$ cat src/rtl/matrix_pkg.sv
// Shared definitions for the matrix cell compute core: FSM encoding,
// operand-select codes and the accumulator width rule.
package matrix_pkg;

   typedef enum logic [2:0] {
      IDLE = 3'd0,
      RDA  = 3'd1,
      RDB  = 3'd2,
      MAC  = 3'd3,
      WR   = 3'd4
   } state_t;

   localparam logic SEL_A = 1'b0;
   localparam logic SEL_B = 1'b1;

   // Wide enough that 2^max_width_len full-scale products cannot overflow.
   function automatic int acc_width(input int size_value, input int max_width_len);
      return 2 * size_value + max_width_len;
   endfunction

endpackage

$ cat src/rtl/matrix_mac.sv
// Signed multiply-accumulate for one output cell, with optional output clamp
// selected by MATRIX_CELL_CORE_SAT_EN (accumulator itself is never clamped).
module matrix_mac
   import matrix_pkg::*;
#(
   parameter int sizeValue   = 8,
   parameter int maxWidthLen = 4,
   parameter int accWidth    = acc_width(sizeValue, maxWidthLen)
)
(
   input  logic                  clk,
   input  logic                  rst,
   input  logic                  clr,
   input  logic                  en,
   input  logic [sizeValue-1:0]  op_a,
   input  logic [sizeValue-1:0]  op_b,
   output logic [accWidth-1:0]   result
);

   logic signed [2*sizeValue-1:0] a_ext;
   logic signed [2*sizeValue-1:0] b_ext;
   logic signed [2*sizeValue-1:0] product;
   logic signed [accWidth-1:0]    product_ext;
   logic signed [accWidth-1:0]    acc_reg;

   assign a_ext       = {{sizeValue{op_a[sizeValue-1]}}, op_a};
   assign b_ext       = {{sizeValue{op_b[sizeValue-1]}}, op_b};
   assign product     = a_ext * b_ext;
   assign product_ext = {{(accWidth-2*sizeValue){product[2*sizeValue-1]}}, product};

   always_ff @(posedge clk or negedge rst) begin
      if (!rst) begin
         acc_reg <= '0;
      end else if (clr) begin
         acc_reg <= '0;
      end else if (en) begin
         acc_reg <= acc_reg + product_ext;
      end
   end

`ifdef MATRIX_CELL_CORE_SAT_EN
   localparam logic signed [accWidth-1:0] SAT_MAX = accWidth'((1 << (sizeValue-1)) - 1);
   localparam logic signed [accWidth-1:0] SAT_MIN = ~SAT_MAX;

   always_comb begin
      if (acc_reg > SAT_MAX) begin
         result = SAT_MAX;
      end else if (acc_reg < SAT_MIN) begin
         result = SAT_MIN;
      end else begin
         result = acc_reg;
      end
   end
`else
   assign result = acc_reg;
`endif

endmodule

$ cat src/rtl/matrix_cell_core.sv
// Responder-side compute core: fetches A[ry][k] and B[k][rx] over a shared read
// port, accumulates, and writes C[ry][rx]. Output clamp via MATRIX_CELL_CORE_SAT_EN.
module matrix_cell_core
   import matrix_pkg::*;
#(
   parameter int maxWidthLen = 4,
   parameter int sizeValue   = 8,
   parameter int coreId      = 0
)
(
   input  logic                               clk,
   input  logic                               rst,
   input  logic                               startCore,
   input  logic [2:0]                         index,
   input  logic [maxWidthLen-1:0]             rx,
   input  logic [maxWidthLen-1:0]             ry,
   input  logic [maxWidthLen-1:0]             sizek,
   output logic                               rdy,
   output logic                               rd_req,
   output logic                               rd_sel,
   output logic [maxWidthLen-1:0]             rd_row,
   output logic [maxWidthLen-1:0]             rd_col,
   input  logic                               rd_ack,
   input  logic [sizeValue-1:0]               rd_data,
   output logic                               wr_req,
   output logic [maxWidthLen-1:0]             wr_row,
   output logic [maxWidthLen-1:0]             wr_col,
   output logic [2*sizeValue+maxWidthLen-1:0] wr_data,
   input  logic                               wr_ack
);

   localparam int ACC_W = acc_width(sizeValue, maxWidthLen);

   state_t                 state_reg;
   state_t                 state_next;
   logic [maxWidthLen-1:0] rx_reg;
   logic [maxWidthLen-1:0] ry_reg;
   logic [maxWidthLen-1:0] sizek_reg;
   logic [maxWidthLen-1:0] k_reg;
   logic [sizeValue-1:0]   op_a_reg;
   logic [sizeValue-1:0]   op_b_reg;
   logic [ACC_W-1:0]       mac_result;
   logic                   start_hit;
   logic                   last_term;

   assign start_hit = (state_reg == IDLE) && startCore && (index == 3'(coreId));
   assign last_term = (k_reg == sizek_reg);

   always_ff @(posedge clk or negedge rst) begin
      if (!rst) begin
         state_reg <= IDLE;
      end else begin
         state_reg <= state_next;
      end
   end

   always_comb begin
      state_next = state_reg;
      case (state_reg)
         IDLE:    if (start_hit) state_next = RDA;
         RDA:     if (rd_ack) state_next = RDB;
         RDB:     if (rd_ack) state_next = MAC;
         MAC:     state_next = last_term ? WR : RDA;
         WR:      if (wr_ack) state_next = IDLE;
         default: state_next = IDLE;
      endcase
   end

   // Job coordinates are only captured in IDLE, so a start during a job cannot disturb it.
   always_ff @(posedge clk or negedge rst) begin
      if (!rst) begin
         rx_reg    <= '0;
         ry_reg    <= '0;
         sizek_reg <= '0;
         k_reg     <= '0;
         op_a_reg  <= '0;
         op_b_reg  <= '0;
      end else begin
         case (state_reg)
            IDLE: begin
               if (start_hit) begin
                  rx_reg    <= rx;
                  ry_reg    <= ry;
                  sizek_reg <= sizek;
                  k_reg     <= '0;
               end
            end
            RDA:     if (rd_ack) op_a_reg <= rd_data;
            RDB:     if (rd_ack) op_b_reg <= rd_data;
            MAC:     if (!last_term) k_reg <= k_reg + maxWidthLen'(1);
            default: ;
         endcase
      end
   end

   matrix_mac #(
      .sizeValue   (sizeValue),
      .maxWidthLen (maxWidthLen),
      .accWidth    (ACC_W)
   ) u_mac (
      .clk    (clk),
      .rst    (rst),
      .clr    (start_hit),
      .en     (state_reg == MAC),
      .op_a   (op_a_reg),
      .op_b   (op_b_reg),
      .result (mac_result)
   );

   always_comb begin
      rdy     = 1'b0;
      rd_req  = 1'b0;
      rd_sel  = SEL_A;
      rd_row  = '0;
      rd_col  = '0;
      wr_req  = 1'b0;
      wr_row  = '0;
      wr_col  = '0;
      wr_data = '0;
      case (state_reg)
         IDLE: rdy = 1'b1;
         RDA: begin
            rd_req = 1'b1;
            rd_sel = SEL_A;
            rd_row = ry_reg;
            rd_col = k_reg;
         end
         RDB: begin
            rd_req = 1'b1;
            rd_sel = SEL_B;
            rd_row = k_reg;
            rd_col = rx_reg;
         end
         WR: begin
            wr_req  = 1'b1;
            wr_row  = ry_reg;
            wr_col  = rx_reg;
            wr_data = mac_result;
         end
         default: ;
      endcase
   end

endmodule

$ cat config.mk
export PLATFORM = sky130hd
export DESIGN_NAME = matrix_cell_core
export DESIGN_NICKNAME = d
export VERILOG_FILES = /design/src/rtl/matrix_pkg.sv /design/src/rtl/matrix_mac.sv /design/src/rtl/matrix_cell_core.sv
export SDC_FILE = /design/constraint.sdc
export NUM_CORES = 1
export LEC_CHECK = 0
export ABC_AREA = 1
export BUFFER_PORTS_ARGS = -buffer_cell sky130_fd_sc_hd__buf_2
export CORE_MARGIN = 2
export CORE_UTILIZATION = 55
export DETAILED_ROUTE_END_ITERATION = 10
export MAX_ROUTING_LAYER = met4
export PLACE_DENSITY = 0.84
export SYNTH_ARGS = -nofsm -noshare
export SYNTH_HDL_FRONTEND = slang
export SYNTH_SLANG_ARGS = --single-unit
$ cat constraint.sdc
create_clock -name clk -period 4.2 [get_ports clk]
set_input_delay 0.42 -clock clk [delete_from_list [all_inputs] [get_ports clk]]
set_output_delay 0.42 -clock clk [all_outputs]
set_load 0.02 [all_outputs]
# After elaboration in Yosys (flattened, before gate mapping)
# Cells that the tools add are included.
# word_totals
regBits	55
out_inout_bits	40
wordCells	53
# classes
n_addsub	2
n_mul	1
n_eq_ne	10
mux	20
n_reduce_logical	12
# ops
operator	count
$mux W20	3
$pmux W4 S2	3
$add A20 B16 Y20	1
$mul A8 B8 Y16	1
$mux W4	4
$mux W3	5
$pmux W3 S5	1
$ne A2 B2 Y1 const B	5
$eq A3 B2 Y1 const B	2
$logic_not A3 Y1	2
$reduce_and A2 Y1	3
$add A4 B1 Y4 const B	1
$eq A4 B4 Y1	1
$mux W1	4
$reduce_and A4 Y1	1
$reduce_bool A2 Y1	2
$eq A3 B1 Y1 const B	1
$eq A3 B3 Y1 const B	1
$reduce_and A3 Y1	1
$logic_and A1 B1 Y1	2
$reduce_or A2 Y1	1

# Longest topological paths before layout
# depth
ltp_word	5
ltp_mapped	24
mapped_depth_nobuf	23

# Hierarchy
# Synthesis repeated with hierarchy kept, for this count alone.
# hier_totals
cells_unflattened	831
hier_area_um2	6470.0
# modules_own_cells
mod	n_inst	cells_each	area_each_um2	seq_area_each_um2
matrix_mac	1	583	4604.4	500.5
matrix_cell_core	1	248	1865.5	875.8

# Worst setup path after synthesis
# Ideal clock, no wire load.
# synth_path
path_type	register to register
startpoint	register op_b_reg[0]
endpoint	register u_mac.acc_reg[15] (netlist: u_mac.result[15])
setup_time_ns	0.119
arrival_time_ns	4.464
t_required_ns	4.081
setup_slack_ns	-0.383
path_stages_with_launch	18
n_path_buf	1
synth_period_minus_slack_ns	4.583
cell_sequence	dfrtp_1 clkbuf_1 nand2_1 inv_1 fa_1 fa_1 fa_1 fa_1 ha_1 ha_1 nand2_1 inv_1 a21oi_1 nand2_1 nand2_1 nand3_1 nor2_1 o21ai_2
# synth_via
elab_chain_cells	4
# synth_lines
element	line_no	text
start, declared	matrix_cell_core.sv:41	logic [sizeValue-1:0] op_b_reg;
start signal, assigned	matrix_cell_core.sv:89	RDB: if (rd_ack) op_b_reg <= rd_data;
$mul A8 B8 Y16	matrix_mac.sv:28	assign product = a_ext * b_ext;
$add A20 B16 Y20	matrix_mac.sv:37	acc_reg <= acc_reg + product_ext;
$mux W20	matrix_mac.sv:36	end else if (en) begin
$mux W20	matrix_mac.sv:34	end else if (clr) begin
end signal, assigned	matrix_mac.sv:37	
end, declared	matrix_mac.sv:24	logic signed [accWidth-1:0] acc_reg;
# No other way between the ends. The select of a mux whose other input is x is not followed.
# A chain may end at the register's enable or synchronous reset.

# Worst setup path after layout
# layout_path
startpoint	register op_b_reg[7]
endpoint	register u_mac.acc_reg[8] (netlist: u_mac.result[8])
# The elaborated chain is that of the path after synthesis.

==> impl_metrics.toml <==
[status]
outcome = "complete, but fails checks"
failed_checks = "negative setup slack"

[clocking]
path_clk_slew_ns = 0.09
clk-insertion-delay-late_ns = 0.32
htreeDepth = 2
postCtsHoldBufs = 0
cts-root-buf = "clkbuf_16"
clk_path_buf_depth = 2
cts_made_buffers = 5
clkSinkCount = 55
cts_tree = "built"

[synth]
yosysUniqueCellTypes = 34
synth_edf_count = 0
synth.yosys.seq_area_share_pct = 21.17
synthFlopType = "dfrtp_1"
synthArstFlopShare_pct = 100.0
synth_cells = 837
postSynthNetCount = 1000
ys_ff_latch = 55
syn_area_per_cell_sq_um = 7.766
ys_warn_count = 0
netlist_area_sq_um = 6500

[floorplan]
fp-row-count = 39
die_area_sq_um = 12700
core-area_sq_um = 11470
die_width_um = 112.7
fp.dieH_um = 112.7
start_util_pct = 56.68
io_pins = 68

[sta]
rsz0062_at_grt = "true"
maxSlewHeadroom_pct = 49.80
min_period_ns = 4.513
period_share_pct = 107.5
fmax_mhz = 221.6
final.setup.worst_slack_ns = -0.3132
final-setup-viol-count = 12
drv_slew = 0
hold_slack_ns = 0.2381
fin_skew_ns = 0.01150
hold_viol = 0
worst_pin_slew_ns = 0.7529

[global_route]
grt_usage_pct = 26.89
grt_max_degree = 56
antenna_found_initial = 0
grt-ovfl-total = 0
grt_pass1_vias = 5719
grt_pass1_wl_um = 26530

[routing]
drtAntennaViolNets = 0
vias = 5646
routed_wl_um = 16000
drt-initial-drc-count = 304
drc_errors = 0
viasPerCell = 5.091
drt_pre_antenna_iters = 5
drt-wirelength-per-cell_um = 14.42

[setup_path]
crit_fanout = 5
cp.required_ns = 4.45
r2r_cells = 16
critical_path_class = "flip-flop to flip-flop"
start_kind = "flip-flop"
arrival_ns = 4.76
end_kind = "flip-flop"

[placed_design]
place_congestion = 0.8973
dp_hpwl_um = 12300
portBuffers = 67
place_area_sq_um = 7605

[final_layout]
postLayoutCellArea_sq_um = 8144
finalNetCount = 1128
antennaDiodeCount = 0
largest_reg_flops = 20
area_delta_synth_final_pct = 25.29
final_layout_size_suffix_gt1_share_pct = 26.71

[job]
maxCapViolCount = 0

[hold_path]
hold_class = "input pin to asynchronous set/reset pin"
cells in the mapped netlist (5+ instances only):
| cell | n | area [sq um] |
|---|---|---|
| nand2_2 | 5 | 31.28 |
| nor2_1 | 70 | 262.8 |
| a21oi_1 | 15 | 75.07 |
| nand2_1 | 205 | 769.5 |
| o21ai_0 | 42 | 210.2 |
| inv_2 | 5 | 18.77 |
| inv_1 | 201 | 754.5 |
| nand3_1 | 30 | 150.1 |
| xor2_1 | 5 | 43.79 |
| o22ai_1 | 15 | 93.84 |
| fa_1 | 88 | 1762 |
| clkbuf_1 | 18 | 67.56 |
| ha_1 | 47 | 588.1 |
| dfrtp_1 | 55 | 1376 |
kinds of logic (layout without fill, tap and decap cells):
family          count (synthesis)  in the layout  share of synthesized area, %
compound gates                 80             80                         6.737
xor+xnor                        7              7                        0.9432
fa+ha+maj                     135            135                         36.15
buf+inv                       234            363                         14.21
flops                          55             55                         21.17
simple gates                  326            326                         20.79
cell usage in the layout, fill, tap and decap left out, types with 3 or more instances in the layout:
master | netlist | final
ha_1 | 47 | 25
clkbuf_16 | 0 | 5
o21ai_1 | 2 | 4
nor2_2 | 1 | 4
buf_4 | 0 | 74
nand2_1 | 205 | 189
o22ai_1 | 15 | 15
nand2_2 | 5 | 15
buf_2 | 4 | 67
nand3_2 | 3 | 9
ha_4 | 0 | 22
nand4_1 | 3 | 3
inv_2 | 5 | 14
a21oi_1 | 15 | 8
nor2_1 | 70 | 67
fa_2 | 0 | 5
xor2_1 | 5 | 5
o21ai_0 | 42 | 40
nand3_1 | 30 | 24
inv_1 | 201 | 190
buf_6 | 4 | 5
dfrtp_2 | 0 | 9
nand3b_1 | 3 | 3
dfrtp_1 | 55 | 46
nand2_4 | 0 | 6
fa_1 | 88 | 83
a21oi_2 | 1 | 6
worst max-delay path, cell delays in order (launching register included):
cell and delay, ns:
dfrtp_1 0.39, clkinv_2 0.07, or2_4 0.23, fa_1 0.47, fa_1 0.54, inv_2 0.05
fa_1 0.58, fa_1 0.45, fa_1 0.56, ha_4 0.24, a21oi_2 0.15, nand2_1 0.08
buf_4 0.14, buf_4 0.13, a21oi_1 0.18, o21ai_1 0.11, o21ai_1 0.08
layer usage:
| metal | GRT usage [%] | wire length, um |
|---|---|---|
| met1 | 34.35 | 6932 |
| met2 | 45.31 | 8105 |
| met3 | 3.267 | 560 |
| met4 | 8.293 | 397 |
| met5 | - | 0 |
metrics by stage:
step	setup TNS (ns)	instances	util, %	worst slack [ns]
after floorplan	-0.6660	837	-	-0.1296
after global placement	-1.128	1077	66.32	-0.1553
after detailed placement	-2.315	1077	66.32	-0.3572
after CTS	-2.424	1096	69.14	-0.3069
after global routing	-4.424	1109	71.02	-0.4496
final	-2.717	1109	71.02	-0.3132
what timing repair did:
action	CTS	global route
buffers inserted	11	13
endpoints found under the hold margin	0	0
resized for setup	21	41
setup endpoints to repair	12	14
pin swaps	24	19
cell type report:
type	instances	area [sq um]
Clock buffer	5	125.1
Clock inverter	3	33.78
Fill cell	838	3323
Inverter	207	787.0
Multi-Input combinational cell	548	4644
Sequential cell	55	1388
Tap cell	143	178.9
Timing Repair Buffer	148	987.2
final timing paths:
check | start | endpoint | slack, ns
hold reg to reg | sizek_reg[3]$_DFFE_PN0P_ | sizek_reg[3]$_DFFE_PN0P_ | 0.50
setup reg to reg | op_b_reg[7]$_DFFE_PN0P_ | u_mac.result[8]$_DFFE_PN0P_ | -0.31
max in group asynchronous | rst | op_a_reg[5]$_DFFE_PN0P_ | 3.43
hold / removal | rst | op_b_reg[2]$_DFFE_PN0P_ | 0.24
min in group clk | sizek[2] | sizek_reg[2]$_DFFE_PN0P_ | 0.31
setup / recovery | op_b_reg[7]$_DFFE_PN0P_ | u_mac.result[8]$_DFFE_PN0P_ | -0.31
Power is not shown: default switching activity piles up to over one toggle a cycle in this logic, so the estimate is an artifact.
